**src/rtl/ahb_master_arbiter.sv**
```systemverilog
// Two-master (instruction/data) to one-slave AHB-Lite arbiter. Round-robin with
// bus lock; address phases that lose arbitration are parked per master, so no grant signal is needed.
module ahb_master_arbiter #(
  parameter int unsigned ADDR_WIDTH = 32,
  parameter int unsigned DATA_WIDTH = 32
) (
  input  logic                  HCLK,
  input  logic                  HRESETn,

  input  logic [ADDR_WIDTH-1:0] i_haddr,
  input  logic                  i_hwrite,
  input  logic [1:0]            i_htrans,
  input  logic [2:0]            i_hsize,
  input  logic [2:0]            i_hburst,
  input  logic [3:0]            i_hprot,
  input  logic                  i_hmastlock,
  input  logic [DATA_WIDTH-1:0] i_hwdata,
  output logic [DATA_WIDTH-1:0] i_hrdata,
  output logic                  i_hready,
  output logic                  i_hresp,

  input  logic [ADDR_WIDTH-1:0] d_haddr,
  input  logic                  d_hwrite,
  input  logic [1:0]            d_htrans,
  input  logic [2:0]            d_hsize,
  input  logic [2:0]            d_hburst,
  input  logic [3:0]            d_hprot,
  input  logic                  d_hmastlock,
  input  logic [DATA_WIDTH-1:0] d_hwdata,
  output logic [DATA_WIDTH-1:0] d_hrdata,
  output logic                  d_hready,
  output logic                  d_hresp,

  output logic [ADDR_WIDTH-1:0] s_haddr,
  output logic                  s_hwrite,
  output logic [1:0]            s_htrans,
  output logic [2:0]            s_hsize,
  output logic [2:0]            s_hburst,
  output logic [3:0]            s_hprot,
  output logic                  s_hmastlock,
  output logic [DATA_WIDTH-1:0] s_hwdata,
  input  logic [DATA_WIDTH-1:0] s_hrdata,
  input  logic                  s_hready,
  input  logic                  s_hresp
);

  localparam logic [1:0] HTRANS_IDLE = 2'b00;

  typedef enum logic [1:0] {
    OWN_NONE = 2'd0,
    OWN_I    = 2'd1,
    OWN_D    = 2'd2
  } owner_e;

  typedef struct packed {
    logic [ADDR_WIDTH-1:0] haddr;
    logic                  hwrite;
    logic [1:0]            htrans;
    logic [2:0]            hsize;
    logic [2:0]            hburst;
    logic [3:0]            hprot;
    logic                  hmastlock;
  } aphase_t;

  aphase_t i_live, d_live, src_i, src_d, win, s_out;
  aphase_t pend_i_fld_q, pend_i_fld_d, pend_d_fld_q, pend_d_fld_d;
  aphase_t hold_q, hold_d;

  logic   pend_i_q, pend_i_d, pend_d_q, pend_d_d;
  owner_e downer_q, downer_d;
  logic   last_q, last_d;          // 1: D won the last grant
  logic   lock_vld_q, lock_vld_d;
  logic   lock_who_q, lock_who_d;  // 1: D holds the lock

  logic req_i, req_d, pv_i, pv_d, elig_i, elig_d;
  logic any_cand, sel_d, grant;

  always_comb begin
    i_live = '{haddr: i_haddr, hwrite: i_hwrite, htrans: i_htrans, hsize: i_hsize,
               hburst: i_hburst, hprot: i_hprot, hmastlock: i_hmastlock};
    d_live = '{haddr: d_haddr, hwrite: d_hwrite, htrans: d_htrans, hsize: d_hsize,
               hburst: d_hburst, hprot: d_hprot, hmastlock: d_hmastlock};
  end

  // Master-side handshake: the data-phase owner follows the slave, a parked master is stalled
  always_comb begin
    i_hready = 1'b1;
    d_hready = 1'b1;
    if (downer_q == OWN_I) i_hready = s_hready;
    else if (pend_i_q)     i_hready = 1'b0;
    if (downer_q == OWN_D) d_hready = s_hready;
    else if (pend_d_q)     d_hready = 1'b0;
    i_hresp  = (downer_q == OWN_I) && s_hresp;
    d_hresp  = (downer_q == OWN_D) && s_hresp;
    i_hrdata = s_hrdata;
    d_hrdata = s_hrdata;
  end

  // Arbitration; a parked entry is dropped in the closing cycle of an ERROR to its master
  always_comb begin
    req_i    = i_htrans[1] && i_hready;
    req_d    = d_htrans[1] && d_hready;
    pv_i     = pend_i_q && !((downer_q == OWN_I) && s_hresp && s_hready);
    pv_d     = pend_d_q && !((downer_q == OWN_D) && s_hresp && s_hready);
    elig_i   = (pv_i || req_i) && !(lock_vld_q && lock_who_q);
    elig_d   = (pv_d || req_d) && !(lock_vld_q && !lock_who_q);
    any_cand = elig_i || elig_d;
    sel_d    = elig_d && (!elig_i || !last_q);
    grant    = any_cand && s_hready;
    src_i    = pv_i ? pend_i_fld_q : i_live;
    src_d    = pv_d ? pend_d_fld_q : d_live;
    win      = sel_d ? src_d : src_i;
  end

  // Slave port: winner's address phase, else the last granted fields stored as IDLE
  always_comb begin
    s_out       = any_cand ? win : hold_q;
    s_haddr     = s_out.haddr;
    s_hwrite    = s_out.hwrite;
    s_htrans    = s_out.htrans;
    s_hsize     = s_out.hsize;
    s_hburst    = s_out.hburst;
    s_hprot     = s_out.hprot;
    s_hmastlock = s_out.hmastlock;
    case (downer_q)
      OWN_I:   s_hwdata = i_hwdata;
      OWN_D:   s_hwdata = d_hwdata;
      default: s_hwdata = '0;
    endcase
  end

  always_comb begin
    pend_i_d     = pv_i;
    pend_d_d     = pv_d;
    pend_i_fld_d = pend_i_fld_q;
    pend_d_fld_d = pend_d_fld_q;
    downer_d     = downer_q;
    last_d       = last_q;
    lock_vld_d   = lock_vld_q;
    lock_who_d   = lock_who_q;
    hold_d       = hold_q;
    if (grant) begin
      downer_d       = sel_d ? OWN_D : OWN_I;
      last_d         = sel_d;
      lock_vld_d     = win.hmastlock;
      lock_who_d     = sel_d;
      hold_d         = win;
      hold_d.htrans  = HTRANS_IDLE;
      if (sel_d) pend_d_d = 1'b0;
      else       pend_i_d = 1'b0;
    end else if (s_hready) begin
      downer_d = OWN_NONE;
      // Holder skipped this slot: the lock survives only while it keeps hmastlock high
      if (lock_vld_q) lock_vld_d = lock_who_q ? d_hmastlock : i_hmastlock;
    end
    if (req_i && !(grant && !sel_d)) begin
      pend_i_d     = 1'b1;
      pend_i_fld_d = i_live;
    end
    if (req_d && !(grant && sel_d)) begin
      pend_d_d     = 1'b1;
      pend_d_fld_d = d_live;
    end
  end

  always_ff @(posedge HCLK or negedge HRESETn) begin
    if (!HRESETn) begin
      pend_i_q     <= 1'b0;
      pend_d_q     <= 1'b0;
      pend_i_fld_q <= '0;
      pend_d_fld_q <= '0;
      downer_q     <= OWN_NONE;
      last_q       <= 1'b0;
      lock_vld_q   <= 1'b0;
      lock_who_q   <= 1'b0;
      hold_q       <= '0;
    end else begin
      pend_i_q     <= pend_i_d;
      pend_d_q     <= pend_d_d;
      pend_i_fld_q <= pend_i_fld_d;
      pend_d_fld_q <= pend_d_fld_d;
      downer_q     <= downer_d;
      last_q       <= last_d;
      lock_vld_q   <= lock_vld_d;
      lock_who_q   <= lock_who_d;
      hold_q       <= hold_d;
    end
  end

endmodule

```
**config.mk**
```make
export PLATFORM = sky130hd
export DESIGN_NAME = ahb_master_arbiter
export DESIGN_NICKNAME = d
export VERILOG_FILES = /design/src/rtl/ahb_master_arbiter.sv
export SDC_FILE = /design/constraint.sdc
export NUM_CORES = 1
export LEC_CHECK = 0
export ABC_AREA = 1
export BUFFER_PORTS_ARGS = -buffer_cell sky130_fd_sc_hd__buf_2
export CAP_MARGIN = 20
export CORE_MARGIN = 5
export CORE_UTILIZATION = 54
export CTS_CLUSTER_DIAMETER = 120
export CTS_CLUSTER_SIZE = 12
export DETAILED_ROUTE_END_ITERATION = 10
export PLACE_DENSITY_LB_ADDON = 0.3
export SLEW_MARGIN = 20
export SYNTH_ARGS = -nofsm -noshare
export SYNTH_HDL_FRONTEND = slang
export SYNTH_SLANG_ARGS = --single-unit
export TNS_END_PERCENT = 5
```
**constraint.sdc**
```tcl
create_clock -name HCLK -period 4 [get_ports HCLK]
set_clock_uncertainty 0.05 [all_clocks]
set_input_delay 0.8 -clock HCLK [delete_from_list [all_inputs] [get_ports HCLK]]
set_output_delay 0.8 -clock HCLK [all_outputs]
set_load 0.01 [all_outputs]
```
==> flow_metrics.py <==
metrics = {
    "outcome": {
        "status": "finished clean",
    },
    "floorplanning": {
        "initial_utilization": 0.550,
        "die_area_mm2": 0.0188,
        "row_count": 46,
        "chipHeight_um": 137,
        "die_x_um": 137,
        "io_pins": 338,
        "core_area_mm2": 0.0159,
    },
    "placement": {
        "globalplace.congestion": 0.832,
        "portBuffers": 241,
        "hpwl_um": 18000,
        "post-place-ws_ns": 0.484,
    },
    "timing": {
        "drv_slew": 0,
        "period_needed_ns": 3.63,
        "setup_tns_ns": 0,
        "layout_setup_ws_ns": 0.371,
        "hold_viol_final": 0,
        "tightest_slew_ns": 0.994,
        "period_share": 0.907,
        "setup_viol": 0,
        "grt_setup_unrepaired": "false",
        "slew_headroom": 0.337,
        "timing.fmax_mhz": 276,
    },
    "global_routing": {
        "grt_start_max_net_pins": 74,
        "grt_pass1_vias": 8403,
        "antenna_found_initial": 5,
        "grt_pass1_wl_um": 42300,
        "globalRouteTotalUtil": 0.286,
        "overflow": 0,
    },
    "hold_path": {
        "hold_path.class": "input port to async pin",
    },
    "logic_synthesis": {
        "netlist_instances": 1219,
        "synth.distinct_cells": 25,
        "synth_area_mm2": 0.00874,
        "synth_area_per_cell_um2": 7.17,
        "syn-num-nets": 1415,
        "ys_ff_latch": 142,
        "yosysWarnings": 0,
        "ys_seq_area_frac": 0.407,
    },
    "power_and_ir_drop": {
        "power.internal_mw": 5.09,
        "vdd_ir_drop_max_mv": 0.635,
        "combinationalPowerShare": 0.604,
        "p_leak_nw": 5.61,
        "seqPwrFrac": 0.247,
        "power.switching_mw": 5.08,
        "p_clk_frac": 0.148,
        "p_per_area_mw_per_mm2": 1020,
        "swShare": 0.499,
    },
    "critical_path": {
        "r2r_slack_ns": 1.00,
        "endpoint_kind": "output pin",
        "critical_path_class": "flop to output pin",
        "rr_endpoint": "pend_i_fld_q[19]$_DFFE_PN0P_",
        "reg2reg_from": "downer_q[1]$_DFFE_PN0P_",
        "cp.required_ns": 3.15,
        "reg2regPathDepth": 13,
        "start_kind": "flop",
        "critPathMaxFanout": 24,
        "cp.arrival_ns": 2.78,
    },
    "clock_tree": {
        "cts_buffer_depth": 2,
        "path_clk_slew_ns": 0.06,
        "clk_latency_ns": 0.42,
        "hold_buffers": 0,
        "htreeDepth": 4,
        "ctsResizeCount": 0,
        "root_buffer": "clkbuf_16",
        "cts_made_buffers": 17,
        "cts_tree": "done",
        "post-cts-setup-buffer-count": 0,
        "cts_sinks": 142,
    },
    "flow_run": {
        "cap_viol_max_count": 0,
    },
    "route": {
        "drcViolationCount": 0,
        "routed_via_density": 5.39,
        "vias": 8561,
        "wirelength_um": 26700,
        "detail_route.iter0.violations": 793,
        "wl_per_cell_um": 16.8,
        "ant_nets": 0,
        "firstDrtPassIters": 6,
    },
    "final_layout": {
        "drive_above_1_share": 0.228,
        "area_growth_syn_to_layout_pct": 14.6,
        "fin_nets": 1554,
        "utilization": 0.630,
    },
}
-- synthesized netlist by cell type (all sizes together) --
cell / number / area share
o21ai: 53 / 0.030
dfrtp: 142 / 0.41
o22ai: 1 / 0.00072
a21oi: 32 / 0.018
mux2i: 43 / 0.049
nor2: 91 / 0.041
clkinv: 1 / 0.00043
and2: 1 / 0.00072
ha: 4 / 0.0057
buf: 121 / 0.10
a21boi: 1 / 0.00086
clkbuf: 22 / 0.0094
inv: 21 / 0.0096
nand2: 501 / 0.22
nand3: 185 / 0.11
-- per-layer routing --
metal | global-route usage | vias up | wire, µm
met5 | 0 | - | 33
met1 | 0.379 | 3990 | 11200
met3 | 0.0727 | 72 | 2260
met2 | 0.456 | 369 | 12600
li1 | - | 4124 | -
met4 | 0.102 | 6 | 600
-- sequential cells by signal (all words and copies together) (netlist names) --
| signal | flops |
|---|---|
| pend_d_fld_q | 46 |
| pend_i_fld_q | 46 |
| hold_q | 44 |
| downer_q | 2 |
| lock_vld_q | 1 |
| lock_who_q | 1 |
| pend_d_q | 1 |
| pend_i_q | 1 |
-- how the worst max path moves through the flow --
stage                             from     endpoint  slack (ns)  cells past startpoint
3_5_place_dp                  s_hready   s_haddr[3]        0.48                     10
3_3_place_gp                  s_hready   s_hprot[2]        0.56                     12
4_1_cts        downer_q[1]$_DFFE_PN0P_   s_haddr[3]        0.40                     11
5_1_grt        downer_q[1]$_DFFE_PN0P_  s_haddr[22]        0.15                     11
6_report       downer_q[1]$_DFFE_PN0P_   s_haddr[3]        0.37                     11
2_1_floorplan                 s_hready  s_haddr[22]        1.16                      9
-- power by group through the flow --
| stage | sequential (mW) | combinational [mW] | clock [mW] |
|---|---|---|---|
| 2_1_floorplan | 2.43 | 4.38 | 0 |
| 3_3_place_gp | 2.49 | 6.02 | 0 |
| 3_5_place_dp | 2.52 | 6.11 | 0 |
| 4_1_cts | 2.51 | 6.14 | 1.53 |
| 5_1_grt | 2.59 | 6.87 | 1.59 |
| 6_report | 2.52 | 6.15 | 1.51 |
-- worst max-delay path, cell delays in order, from the launching register on --
cell and delay (ns):
dfrtp_1 0.40, inv_1 0.10, ha_1 0.18, nand3_1 0.08
nand2_2 0.21, clkinv_1 0.44, buf_12 0.34, nor2_1 0.08
o21ai_0 0.14, nand3_1 0.15, nand2_1 0.07, buf_2 0.14
-- area by class of cell --
type,count,area [µm²]
Fill cell,1455,5870
Multi-Input combinational cell,912,4140
Sequential cell,142,3550
Timing Repair Buffer,263,1400
Clock buffer,18,439
Tap cell,216,270
Clock inverter,14,120
Inverter,22,87.6
Antenna cell,2,5.00
-- stage by stage --
step / power (mW) / instance area (µm²) / hold slack [ns] / instances
finish: 10.2 / 10000 / 0.317 / 1589
floorplan: 6.82 / 8740 / 0.369 / 1219
detailed placement: 8.63 / 9450 / 0.386 / 1555
global placement: 8.51 / 9450 / 0.382 / 1555
global route: 11.1 / 10000 / 0.391 / 1589
CTS: 10.2 / 10000 / 0.373 / 1587
-- logic make-up (layout without fill, tap and decap cells) --
kind of cell	count (synthesis)	after routing	synth area share
AO/OA/AOI/OAI	87	87	0.0502
AND/OR/NAND/NOR	778	778	0.367
other	0	2	0
buffers and inverters	165	317	0.121
flip-flops	142	142	0.407
adder cells (fa/ha/maj)	4	4	0.00573
multiplexers	43	43	0.0492
-- cell usage in the layout (no fill, tap or decap), drive strengths merged --
master      n
a21boi      1
a21oi      32
and2        1
buf       263
bufinv      1
clkbuf     18
clkinv      9
clkinvlp    4
dfrtp     142
diode       2
ha          4
inv        22
mux2i      43
nand2     501
nand3     185
nor2       91
o21ai      53
o22ai       1
No activity file was read; power rests on OpenSTA's default activity.
